File: src/rtl/ppu_pkg.sv
// ppu_pkg: constants and types shared across the posit processing unit.
//   FP32_* : binary32 field widths, exponent bias and the canonical quiet NaN.
//   fp32_t : packed binary32 word {sign, exp, mant}.
package ppu_pkg;

   localparam int          FP32_BIAS   = 127;
   localparam logic [31:0] FP32_QNAN   = 32'h7FC00000;
   localparam int          FP32_EXP_W  = 8;
   localparam int          FP32_MANT_W = 23;

   typedef struct packed {
      logic                   sign;
      logic [FP32_EXP_W-1:0]  exp;
      logic [FP32_MANT_W-1:0] mant;
   } fp32_t;

endpackage

File: src/rtl/posit_regime_lzc.sv
// posit_regime_lzc: measures the regime run of a posit body.
//   body    : in  N-1  magnitude bits of the posit (sign already removed)
//   k       : out      signed regime value (run of 1s -> r-1, run of 0s -> -r)
//   reg_len : out      regime field length in bits, terminator included
//                      unless the run reaches the LSB
//   rest    : out N-1  body shifted left past the regime field, zero filled
module posit_regime_lzc
   import ppu_pkg::*;
#(
   parameter  int N  = 16,
   localparam int KW = $clog2(N) + 2,
   localparam int LW = $clog2(N) + 1
) (
   input  logic [N-2:0]         body,
   output logic signed [KW-1:0] k,
   output logic [LW-1:0]        reg_len,
   output logic [N-2:0]         rest
);

   logic                 lead;
   logic                 done;
   logic [LW-1:0]        run;
   logic signed [KW-1:0] run_s;

   always_comb begin
      lead = body[N-2];
      run  = '0;
      done = 1'b0;
      for (int i = N - 2; i >= 0; i--) begin
         if (!done) begin
            if (body[i] == lead) begin
               run = run + LW'(1);
            end else begin
               done = 1'b1;
            end
         end
      end
   end

   assign run_s   = $signed({1'b0, run});
   assign k       = lead ? (run_s - KW'(1)) : -run_s;
   assign reg_len = (run == LW'(N - 1)) ? run : run + LW'(1);
   assign rest    = body << reg_len;

endmodule

File: src/rtl/posit_to_fp32_pipe.sv
// posit_to_fp32_pipe: 3-stage posit<N,ES> to IEEE binary32 converter with a
// valid/ready stream interface.
//   clk, rst             : clock, synchronous active-high reset
//   in_valid / in_ready  : input handshake, in_posit is the posit operand
//   out_valid / out_ready: output handshake, out_fp32 is the binary32 result
// Stages: S1 sign/negate/regime count, S2 field extraction and exponent add,
// S3 round-to-nearest-even, special cases and output register. All stages
// advance together whenever the output is not stalled.
module posit_to_fp32_pipe
   import ppu_pkg::*;
#(
   parameter int N  = 16,
   parameter int ES = 1
) (
   input  logic         clk,
   input  logic         rst,
   input  logic         in_valid,
   output logic         in_ready,
   input  logic [N-1:0] in_posit,
   output logic         out_valid,
   input  logic         out_ready,
   output logic [31:0]  out_fp32
);

   localparam int KW  = $clog2(N) + 2;
   localparam int LW  = $clog2(N) + 1;
   localparam int BW  = N - 1;
   // fraction is held at least 25 bits wide so mantissa, guard and sticky
   // always exist; short fractions are simply zero padded
   localparam int FX  = (BW > 25) ? BW : 25;
   localparam int ESW = (ES > 0) ? ES : 1;
   localparam int XW  = 11;

   logic stall;
   logic advance;

   assign stall    = out_valid & ~out_ready;
   assign advance  = ~stall;
   assign in_ready = rst | advance;

   // ---------------- S1: sign, negate, regime ----------------
   logic                 in_sign;
   logic [BW-1:0]        in_body;
   logic                 in_zero;
   logic                 in_nar;
   logic signed [KW-1:0] lzc_k;
   logic [LW-1:0]        regime_len_unused; // the shifted body already encodes it
   logic [BW-1:0]        lzc_rest;

   assign in_sign = in_posit[N-1];
   // low N-1 bits of the two's-complement negation equal the negated body
   assign in_body = in_sign ? (~in_posit[N-2:0] + BW'(1)) : in_posit[N-2:0];
   assign in_zero = (in_posit == '0);
   assign in_nar  = in_sign & (in_posit[N-2:0] == '0);

   posit_regime_lzc #(.N(N)) u_lzc (
      .body    (in_body),
      .k       (lzc_k),
      .reg_len (regime_len_unused),
      .rest    (lzc_rest)
   );

   logic                 s1_valid;
   logic                 s1_sign;
   logic                 s1_zero;
   logic                 s1_nar;
   logic signed [KW-1:0] s1_k;
   logic [BW-1:0]        s1_rest;

   // ---------------- S2: exponent field, fraction, scale ----------------
   logic [ESW-1:0]       exp_field;
   logic [BW-1:0]        frac_left;
   logic [FX-1:0]        frac_ext;
   logic signed [XW-1:0] k_ext;
   logic signed [XW-1:0] bexp_sum;

   if (ES == 0) begin : g_no_es
      assign exp_field = '0;
      assign frac_left = s1_rest;
   end else begin : g_es
      assign exp_field = s1_rest[BW-1 -: ES];
      assign frac_left = s1_rest << ES;
   end

   if (FX > BW) begin : g_frac_pad
      assign frac_ext = {frac_left, {(FX - BW){1'b0}}};
   end else begin : g_frac_full
      assign frac_ext = frac_left;
   end

   assign k_ext    = {{(XW - KW){s1_k[KW-1]}}, s1_k};
   assign bexp_sum = (k_ext <<< ES) + {{(XW - ESW){1'b0}}, exp_field} + XW'(FP32_BIAS);

   logic                 s2_valid;
   logic                 s2_sign;
   logic                 s2_zero;
   logic                 s2_nar;
   logic signed [XW-1:0] s2_bexp;
   logic [FX-1:0]        s2_frac;

   // ---------------- S3: rounding and specials ----------------
   logic [22:0]          mant_trunc;
   logic                 guard;
   logic                 sticky;
   logic                 round_up;
   logic [23:0]          mant_rnd;
   logic signed [XW-1:0] bexp_rnd;
   fp32_t                res;

   assign mant_trunc = s2_frac[FX-1 -: 23];
   assign guard      = s2_frac[FX-24];
   assign sticky     = |s2_frac[FX-25:0];
   assign round_up   = guard & (sticky | mant_trunc[0]);
   assign mant_rnd   = {1'b0, mant_trunc} + 24'(round_up);
   assign bexp_rnd   = s2_bexp + XW'(mant_rnd[23]);

   always_comb begin
      res = '0;
      if (s2_zero) begin
         res = '0;
      end else if (s2_nar) begin
         res = fp32_t'(FP32_QNAN);
      end else if (bexp_rnd >= 255) begin
         res.sign = s2_sign;
         res.exp  = '1;
      end else if (bexp_rnd <= 0) begin
         res.sign = s2_sign;
      end else begin
         res.sign = s2_sign;
         res.exp  = bexp_rnd[7:0];
         res.mant = mant_rnd[22:0];
      end
   end

   // ---------------- pipeline registers ----------------
   always_ff @(posedge clk) begin
      if (rst) begin
         s1_valid  <= 1'b0;
         s2_valid  <= 1'b0;
         out_valid <= 1'b0;
         out_fp32  <= '0;
      end else if (advance) begin
         s1_valid  <= in_valid;
         s2_valid  <= s1_valid;
         out_valid <= s2_valid;
         if (s2_valid) begin
            out_fp32 <= res;
         end
      end
   end

   always_ff @(posedge clk) begin
      if (advance) begin
         s1_sign <= in_sign;
         s1_zero <= in_zero;
         s1_nar  <= in_nar;
         s1_k    <= lzc_k;
         s1_rest <= lzc_rest;
         s2_sign <= s1_sign;
         s2_zero <= s1_zero;
         s2_nar  <= s1_nar;
         s2_bexp <= bexp_sum;
         s2_frac <= frac_ext;
      end
   end

endmodule

File: config.mk
export PLATFORM = sky130hd
export DESIGN_NAME = posit_to_fp32_pipe
export DESIGN_NICKNAME = d
export VERILOG_FILES = /design/src/rtl/ppu_pkg.sv /design/src/rtl/posit_regime_lzc.sv /design/src/rtl/posit_to_fp32_pipe.sv
export SDC_FILE = /design/constraint.sdc
export NUM_CORES = 1
export LEC_CHECK = 0
export BUFFER_PORTS_ARGS = -buffer_cell sky130_fd_sc_hd__buf_4
export CAP_MARGIN = 5
export CORE_MARGIN = 1
export CORE_UTILIZATION = 45
export CTS_CLUSTER_SIZE = 24
export DETAILED_ROUTE_END_ITERATION = 7
export HOLD_SLACK_MARGIN = 0.06
export REMOVE_ABC_BUFFERS = 1
export SLEW_MARGIN = 20
export SYNTH_ARGS = -nofsm -noshare
export SYNTH_HDL_FRONTEND = slang
export SYNTH_SLANG_ARGS = --single-unit
File: constraint.sdc
create_clock -name clk -period 13.9 [get_ports clk]
set_clock_uncertainty 0.2 [all_clocks]
set_input_delay 2.78 -clock clk [delete_from_list [all_inputs] [get_ports clk]]
set_output_delay 2.78 -clock clk [all_outputs]
set_load 0.05 [all_outputs]
* Word-level counts from Yosys, hierarchy flattened
Index checks and enable logic that the tools add are counted.
Operators by class: add/subtract/negate cells 19, equality and inequality tests 15, multiplexer cells 60, bitwise operators 6, shift operators 1, reduce and logical (&&, ||, !) cells 3, magnitude comparators 2
Operators by type and width (count):
- two-way mux 5 bit | 27
- adder 5 x 1 -> 5 bit (second input constant) | 14
- two-way mux 32 bit | 2
- two-way mux 31 bit | 1
- two-way mux 1 bit | 25
- two-way mux 23 bit | 1
- zero test 16 bit | 1
- adder 15 x 1 -> 15 bit (second input constant) | 1
- zero test 15 bit | 1
- two-way mux 15 bit | 1
- inverter 15 bit | 1
- << shifter 15 x 5 -> 15 bit | 1
- == test 1 bit | 14
- adder 8 x 8 -> 9 bit (second input constant) | 1
- >= comparator 9 bit (second input constant) | 1
- less-or-equal comparator 9 x 1 -> 1 bit (second input constant) | 1
- adder 7 x 2 -> 8 bit | 1
- two-way mux 8 bit | 1
- two-way mux 6 bit | 1
- negator 5 -> 6 bit | 1
- subtractor 5 x 1 -> 6 bit (second input constant) | 1
- == test 5 x 4 -> 1 bit (second input constant) | 1
- AND 1 bit | 2
- two-way mux 2 bit | 1
- other kinds (3) | 4
Word-level totals: output and inout bits 34, logic and storage cells 120, bits in registers 85, bits of input ports 20

* Depth between registers and ports, before layout
Gate-level depths: netlist of run 1.
word-level depth 47, mapped depth 43, gate-level depth less buffers 39

* Modules after synthesis
From an unflattened synthesis of run 1, not the netlist that was laid out.
Second synthesis, totals: cell total of the unflattened synthesis 658, area, all modules 5766.8 sq um
Modules (own cells, without submodules):
- posit_to_fp32_pipe | area each 2936.6 sq um, cells an instance 228, instances 1, seq. area each 1991.9 sq um
- posit_regime_lzc | area each 2830.2 sq um, cells an instance 430, instances 1, seq. area each 0.0 sq um

* Worst setup path before layout of run 1
OpenSTA, ideal clock, no wires.
path kind input to register, from input in_posit[0], to register s1_rest[8], data pin, path buffers 3, path slack 2414 ps, setup time 256 ps, arrival time 11029 ps, required time 13444 ps, stages 42, cells stage by stage inv_1 -> ha_1 -> or4b_1 -> clkbuf_1 -> o41ai_1 -> xor2_1 -> nand4_2 -> o22ai_2 -> nor2_1 -> ha_1 -> mux2i_1 -> o21ai_0 -> ha_1 -> a21oi_1 -> a21o_1 -> a21oi_1 -> o21ai_1 -> inv_1 -> (+6 left out) -> nand2_1 -> ha_1 -> mux2_2 -> ha_1 -> mux2_2 -> o22ai_1 -> o21ba_2 -> clkbuf_1 -> ha_1 -> inv_1 -> nor2_1 -> nand3_4 -> xnor2_2 -> buf_6 -> mux2i_1 -> nor2_1 -> o31a_1 -> a22o_1
On the way: cells in the longest elaborated chain, start to end 47, elaborated cells between the ends (all ways) 86, classes of those cells add/sub (15); eq/ne (15); shift (1); mux (54); bitwise (1)
Ends and longest elaborated chain:
- from (decl) | line posit_to_fp32_pipe.sv:19 | input logic [N-1:0] in_posit,
- inverter 15 bit | line posit_to_fp32_pipe.sv:52 | assign in_body = in_sign ? (~in_posit[N-2:0] + BW'(1)) : in_posit[N-2:0];
- adder 15 x 1 -> 15 bit | line posit_to_fp32_pipe.sv:52
- two-way mux 15 bit * | line posit_to_fp32_pipe.sv:52
- == test 1 bit | line posit_regime_lzc.sv:31 | if (body[i] == lead) begin
- two-way mux 2 bit | line posit_regime_lzc.sv:31
- adder 5 x 1 -> 5 bit | line posit_regime_lzc.sv:32 | run = run + LW'(1);
- two-way mux 5 bit | line posit_regime_lzc.sv:31
- two-way mux 5 bit | line posit_regime_lzc.sv:30 | if (!done) begin
- (+31 left out)
- two-way mux 5 bit | line posit_regime_lzc.sv:31
- two-way mux 5 bit | line posit_regime_lzc.sv:30
- adder 5 x 1 -> 5 bit | line posit_regime_lzc.sv:32
- two-way mux 5 bit | line posit_regime_lzc.sv:31
- two-way mux 5 bit | line posit_regime_lzc.sv:30
- adder 5 x 1 -> 5 bit or == test 5 x 4 -> 1 bit (tied branches) | line posit_regime_lzc.sv:42 | assign reg_len = (run == LW'(N - 1)) ? run : run + LW'(1);
- two-way mux 5 bit | line posit_regime_lzc.sv:42
- << shifter 15 x 5 -> 15 bit * | line posit_regime_lzc.sv:43 | assign rest = body << reg_len;
- to (signal assigned) | line posit_to_fp32_pipe.sv:158 | s1_rest <= lzc_rest;
- to (decl) | line posit_to_fp32_pipe.sv:68 | logic [BW-1:0] s1_rest;
Mark *: on every way between the ends. The rest lies on a longest branch, timed or not. A chain may end at the register's enable or synchronous reset.

* Worst setup path after layout of run 1
from input in_posit[0], to register s1_rest[13], data pin
The elaborated chain is that of the path after synthesis.

==> results of run 1 <==
[kinds of logic after synthesis]
| logic type | Yosys count |
|---|---|
| other | 1 |
| adders and majority gates | 14 |
| buffers and inverters | 61 |
| muxes | 29 |
| xor gates and xnor gates | 51 |
| and+or+nand+nor | 240 |
| DFF | 75 |
| AOI/OAI and AO/OA | 157 |
[cells in the mapped netlist (11+ instances only)]
cell / instances / share of area
o21ai_0: 11 / 0.0099
a22oi_1: 15 / 0.020
ha_1: 13 / 0.029
nand2_1: 38 / 0.026
nand2b_1: 11 / 0.012
inv_1: 17 / 0.011
xor2_1: 16 / 0.025
mux2i_1: 22 / 0.039
a21oi_1: 44 / 0.039
edfxtp_1: 49 / 0.26
nor2_1: 90 / 0.060
nand3_1: 16 / 0.014
nor3_1: 27 / 0.024
clkbuf_1: 23 / 0.015
dfxtp_1: 26 / 0.093
xnor2_1: 30 / 0.047
[path summary, 6_finish.rpt]
| path | cells past startpoint | slack, ns | from | to |
|---|---|---|---|---|
| setup / recovery | 41 | 0.95 | in_posit[0] | s1_rest[13] |
| hold / removal | 0 | 0.21 | s1_rest[0] | s2_frac[11] |
| setup reg to reg | 7 | 11.42 | out_valid | out_fp32[20] |
| hold reg to reg | 0 | 0.21 | s1_rest[0] | s2_frac[11] |
[registers in the layout, summed over array words and instances (netlist names), 6 cells and up]
register	flops
out_fp32	23
s1_k	6
s1_rest	15
s2_bexp	8
s2_frac	14
[area by class of cell]
| class | instances | area, um^2 |
|---|---|---|
| fill | 1086 | 5740 |
| tap | 168 | 210 |
| clock buffer | 10 | 250 |
| clock inverter | 6 | 68.8 |
| inverter | 19 | 71.3 |
| timing repair buffer | 50 | 375 |
| sequential | 75 | 1990 |
| multi-input combinational | 500 | 3350 |
[critical path, delay by kind of cell]
kind	cells	cell delay [ns]
AOI/OAI and AO/OA	13	2.94
adders and majority gates	8	2.31
and+or+nand+nor	9	1.98
xor gates and xnor gates	2	1.13
muxes	4	0.90
buffers and inverters	5	0.73
[what timing repair did]
| item | in CTS | in global routing |
|---|---|---|
| setup endpoints to repair | 0 | 9 |
| hold buffers | 0 | 0 |
| gates resized for setup | 0 | 2 |
| hold endpoints to repair | 0 | 0 |
[power groups by stage]
stage	clock network, mW	logic (mW)	registers (mW)
finish	0.240	0.293	0.336
global route	0.256	0.322	0.343
CTS	0.246	0.290	0.337
detailed placement	0	0.288	0.341
global placement	0	0.287	0.339
floorplan	0	0.198	0.349
[cell usage in the layout, fill, tap and decap left out, drive strengths merged, types with 4 or more instances in the layout]
| master | count |
|---|---|
| clkbuf | 10 |
| o22ai | 11 |
| inv | 21 |
| or2 | 6 |
| or4 | 7 |
| a211o | 4 |
| nor3 | 28 |
| nand4 | 9 |
| nand3 | 17 |
| dfxtp | 26 |
| and2 | 5 |
| ha | 13 |
| a211oi | 10 |
| edfxtp | 49 |
| nor4 | 8 |
| a21oi | 44 |
| o211ai | 4 |
| mux2i | 22 |
| nor2b | 6 |
| xor2 | 17 |
| o21ai | 19 |
| a22oi | 15 |
| o31ai | 7 |
| nor2 | 90 |
| buf | 50 |
| nand2 | 39 |
| conb | 9 |
| nand2b | 11 |
| xnor2 | 33 |
| a31oi | 4 |
| mux2 | 6 |
| o221ai | 4 |
| o41ai | 6 |
[metrics by stage]
stage	cell area, um^2	worst slack (ns)	power [mW]	cells	hold WS [ns]
floorplan	5390	1.65	0.546	594	0.200
global placement	5980	0.827	0.626	812	0.202
detailed placement	5980	0.454	0.629	812	0.205
CTS	6300	0.790	0.873	828	0.210
global route	6320	0.162	0.921	828	0.222
finish	6320	0.951	0.870	828	0.213
[per-layer routing]
metal | wire length, um | track usage
met5 | 0 | 0
met4 | 341 | 0.0965
met3 | 560 | 0.0298
met2 | 6580 | 0.378
met1 | 6380 | 0.287
==> impl_metrics.yaml, run 1 <==
clock_network:
  clock_insertion_delay_worst_skew_ns: 0.33
  cts_sinks: 75
  clkSlewWorstSetupHoldPaths_ns: 0.06
  cts-root-buf: "clkbuf_16"
  postCtsSetupRepairBufs: 0
  cts-buffers-inserted: 9
  number_of_levels_the_h_tree_was_split_into: 3
  cts_tree: "built"
  ctsLongestPathBuffers: 2
yosys:
  synth-async-reset-ratio: 0
  yosys.cell_types.count: 84
  post_synth_and_or_nand_nor_area_fraction: 0.213
  post_synth_xor_area_fraction: 0.0921
  synthesis.instances: 628
  average_footprint_of_a_synthesized_cell_um2: 8.89
  synth_fa_ha_area_frac: 0.0309
  yosys_most_used_dff: "edfxtp_1"
  yosys_warnings: 0
  synth_sequential_area_ratio: 0.357
  number_of_synthesized_flops_with_an_enable_pin: 49
  synth.cell_area_um2: 5590
  ys_seq_elements: 75
  synth-compound-area-share: 0.196
  synth.area.mux_share: 0.0562
  combinational_family_with_the_most_area_after_synthesis: "simple AND/OR/NAND/NOR gates"
grt:
  globalRouteTotalUtil: 0.224
  largest_net_degree_at_the_start_of_global_routing: 56
  grt_remaining_overflow: 0
  antenna_found_initial: 0
  grt_first_pass_wirelength_um: 22700
  vias_in_the_first_global_route: 4557
min_path:
  holdCritPathClass: "flip-flop to flip-flop"
cells_and_area:
  finalCoreUtilization: 0.524
  nNetsFinal: 688
  area_growth_syn_to_layout_pct: 13.1
  layout_cell_share_with_drive_strength_beyond_1: 0.152
  antenna_cells_inserted: 0
setup_path:
  timing.critical_path.fanout_max: 14
  critPathCaptureType: "flip-flop"
  critical_path.startpoint_type: "input port"
  worst_ep_required_time_ns: 13.75
  worstPathArrival_ns: 12.80
  path_common_cell: "ha_1"
  critPathMaxStageDelay_ns: 0.61
  crit_slowest_cell: "or4b_1"
  timing_worst_setup_path_type: "input port to flip-flop"
placed_design:
  gpl.final_weighted_congestion: 0.885
  place.detailed.hpwl_um: 10500
  total_of_buffers_placed_on_input_and_output_ports: 44
power_and_ir_drop:
  p_int_uw: 571
  power_leakage_nw: 2.47
  powerDensity_nw_per_um2: 138
  pwr-share-seq: 0.387
  ir_drop_v: 0.0000679
  clkPwrFrac: 0.276
  netSwitchingFraction: 0.343
  power.combinational.fraction: 0.337
  switchingPower_uw: 298
timing:
  final_min_period_over_clock_period: 0.932
  rsz0062_at_grt: "no"
  finalHoldViolations: 0
  worst_slew_margin_relative_to_its_limit: 0.392
  tightestPinTransition_ns: 0.905
  fmaxAchievable_mhz: 77.2
  finalSetupViolations: 0
  final-max-slew-violation-count: 0
  min_period_ns: 12.95
  setup-tns-final_ns: 0
floorplanning:
  io_pins: 54
  chipHeight_um: 113
  initial_utilization: 0.463
  fp-row-count: 40
  core_region_area_um2: 12100
  die_x_um: 113
  design.die.area_um2: 12900
drt:
  routed_wl_um: 13900
  route.detailed.vias_per_inst: 5.83
  detail-route-antenna-nets: 0
  via_count: 4824
  drc_errors: 0
  route.detailed.wl_per_inst_um: 16.7
  dr.pass1.iters: 4
  detailedRoute.firstIterationViolations: 385
outcome:
  outcome: "finished clean"
flow_run:
  timing.max_cap.violations: 0
Power figures use the tool's default switching activity.
==> run 2, diff against run 1 <==
--- a/config.mk
+++ b/config.mk
@@ -12,6 +12,7 @@
 export CTS_CLUSTER_SIZE = 24
 export DETAILED_ROUTE_END_ITERATION = 7
 export HOLD_SLACK_MARGIN = 0.06
+export MAX_ROUTING_LAYER = met4
 export REMOVE_ABC_BUFFERS = 1
 export SLEW_MARGIN = 20
 export SYNTH_ARGS = -nofsm -noshare
==> impl_metrics.yaml, run 2 (synthesis results as in run 1) <==
clock_network:
  cts-buffers-inserted: 9
  cts_sinks: 75
  clock_insertion_delay_worst_skew_ns: 0.32
  post_cts_resize_count: 0
  cts-root-buf: "clkbuf_16"
  number_of_levels_the_h_tree_was_split_into: 3
  clkSlewWorstSetupHoldPaths_ns: 0.06
  hold_buffers: 0
  postCtsSetupRepairBufs: 0
  ctsLongestPathBuffers: 2
  cts_tree: "built"
drt:
  route.detailed.vias_per_inst: 5.79
  detail-route-antenna-nets: 0
  route.detailed.wl_per_inst_um: 16.5
  routed_wl_um: 13700
  dr.pass1.iters: 5
  detailedRoute.firstIterationViolations: 292
  drc_errors: 0
  via_count: 4793
timing:
  final_min_period_over_clock_period: 0.942
  setup_ws_ns: 0.800
  worst_slew_margin_relative_to_its_limit: 0.386
  min_period_ns: 13.10
  fmaxAchievable_mhz: 76.3
  finalHoldViolations: 0
  setup-tns-final_ns: 0
  rsz0062_at_grt: "no"
  tightestPinTransition_ns: 0.915
  finalSetupViolations: 0
  final-max-slew-violation-count: 0
placed_design:
  total_of_buffers_placed_on_input_and_output_ports: 44
  placed_instances: 812
  place.detailed.hpwl_um: 10400
  place_worst_setup_slack_ns: 0.562
  gpl.final_weighted_congestion: 0.905
floorplanning:
  die_x_um: 113
  core_region_area_um2: 12100
  initial_utilization: 0.463
  design.die.area_um2: 12900
  fp-row-count: 40
  chipHeight_um: 113
  io_pins: 54
grt:
  largest_net_degree_at_the_start_of_global_routing: 56
  antenna_found_initial: 0
  grt_remaining_overflow: 0
  grt_first_pass_wirelength_um: 22900
  vias_in_the_first_global_route: 4579
  globalRouteTotalUtil: 0.230
setup_path:
  timing.critical_path.fanout_max: 17
  critPathMaxStageDelay_ns: 0.63
  worstPathArrival_ns: 12.94
  timing_worst_setup_path_type: "input port to flip-flop"
  critPathTopFamily: "compound AO/OA/AOI/OAI gates"
  path_common_cell: "ha_1"
  worst_ep_required_time_ns: 13.74
  crit_slowest_cell: "o41ai_1"
  critical_path.startpoint_type: "input port"
  critPathCaptureType: "flip-flop"
  cp.buffers_inverters: 5
power_and_ir_drop:
  power_leakage_nw: 2.47
  finalPower_uw: 859
  powerDensity_nw_per_um2: 136
  ir_drop_v: 0.0000654
cells_and_area:
  nNetsFinal: 688
  register_area_um2: 1990
  nFillCells: 1105
  area_occupied_by_multi_input_gates_um2: 3340
  number_of_flip_flops_under_the_largest_register_name: 23
  antenna_cells_inserted: 0
  mostFrequentLayoutCells: "nor2_1 (90), buf_4 (50), edfxtp_1 (49), a21oi_1 (44), nand2_1 (38)"
  finalCoreUtilization: 0.523
  layout_top_registers: "out_fp32: 23 flops, s1_rest: 15 flops, s2_frac: 14 flops"
  layout.cells.most_common: "nor2_1"
  layout_cell_share_with_drive_strength_beyond_1: 0.148
  largest_register: "out_fp32"
  area_growth_syn_to_layout_pct: 12.9
  count_of_placed_standard_cells_in_the_final_layout_fillers_left_out: 828
min_path:
  holdCritPathClass: "flip-flop to flip-flop"
outcome:
  outcome: "finished clean"
flow_run:
  timing.max_cap.violations: 0
[run 2: changes by cell type in the layout (fill, tap and decap cells not counted), sizes merged]
cell      before  now
bufinv         1    0
clkbuf        10   11
clkinv         2    4
clkinvlp       1    0
inv           21   20
[run 2: power breakdown]
part / internal, mW / leakage [nW] / total (mW) / switching [mW]
clock network: 0.144 / 0.157 / 0.232 / 0.0876
logic: 0.108 / 1.56 / 0.291 / 0.183
registers: 0.312 / 0.746 / 0.336 / 0.0246
[run 2: area by class of cell]
class                           instances  share of cell area
Clock buffer                           11              0.0437
Clock inverter                          5             0.00635
Inverter                               19              0.0113
Multi-Input combinational cell        500               0.530
Sequential cell                        75               0.316
Tap cell                              168              0.0333
Timing Repair Buffer                   50              0.0595
[run 2: path summary, 6_finish.rpt]
kind               start           end  slack (ns)  depth (start not counted)
max reg2reg    out_valid  out_fp32[20]       11.41                          7
min           s1_rest[5]   s2_frac[16]        0.22                          0
max          in_posit[0]   s1_rest[13]        0.80                         41
min reg2reg   s1_rest[5]   s2_frac[16]        0.22                          0
[run 2: worst register-to-register path, stage by stage, from the launching register on]
cell and delay (ns):
dfxtp_1 0.32, nand2b_2 0.06, buf_4 0.50, nand2_1 0.11, buf_4 0.26, nor4b_4 0.67
a22oi_1 0.15, nor2_1 0.14
[run 2: metrics by stage]
stage / hold slack [ns] / instance area, um^2
6_report: 0.218 / 6300
5_1_grt: 0.224 / 6300
4_1_cts: 0.219 / 6290
3_5_place_dp: 0.205 / 5980
3_3_place_gp: 0.201 / 5980
2_1_floorplan: 0.200 / 5390
[run 2: layer usage]
| layer | share of wire | vias up | routed length (um) | global-route usage |
|---|---|---|---|---|
| li1 | - | 2366 | - | - |
| met1 | 0.46 | 2275 | 6300 | 0.296 |
| met2 | 0.48 | 134 | 6620 | 0.375 |
| met3 | 0.037 | 18 | 510 | 0.0276 |
| met4 | 0.018 | 0 | 240 | 0.0851 |
| met5 | 0 | - | 0 | - |
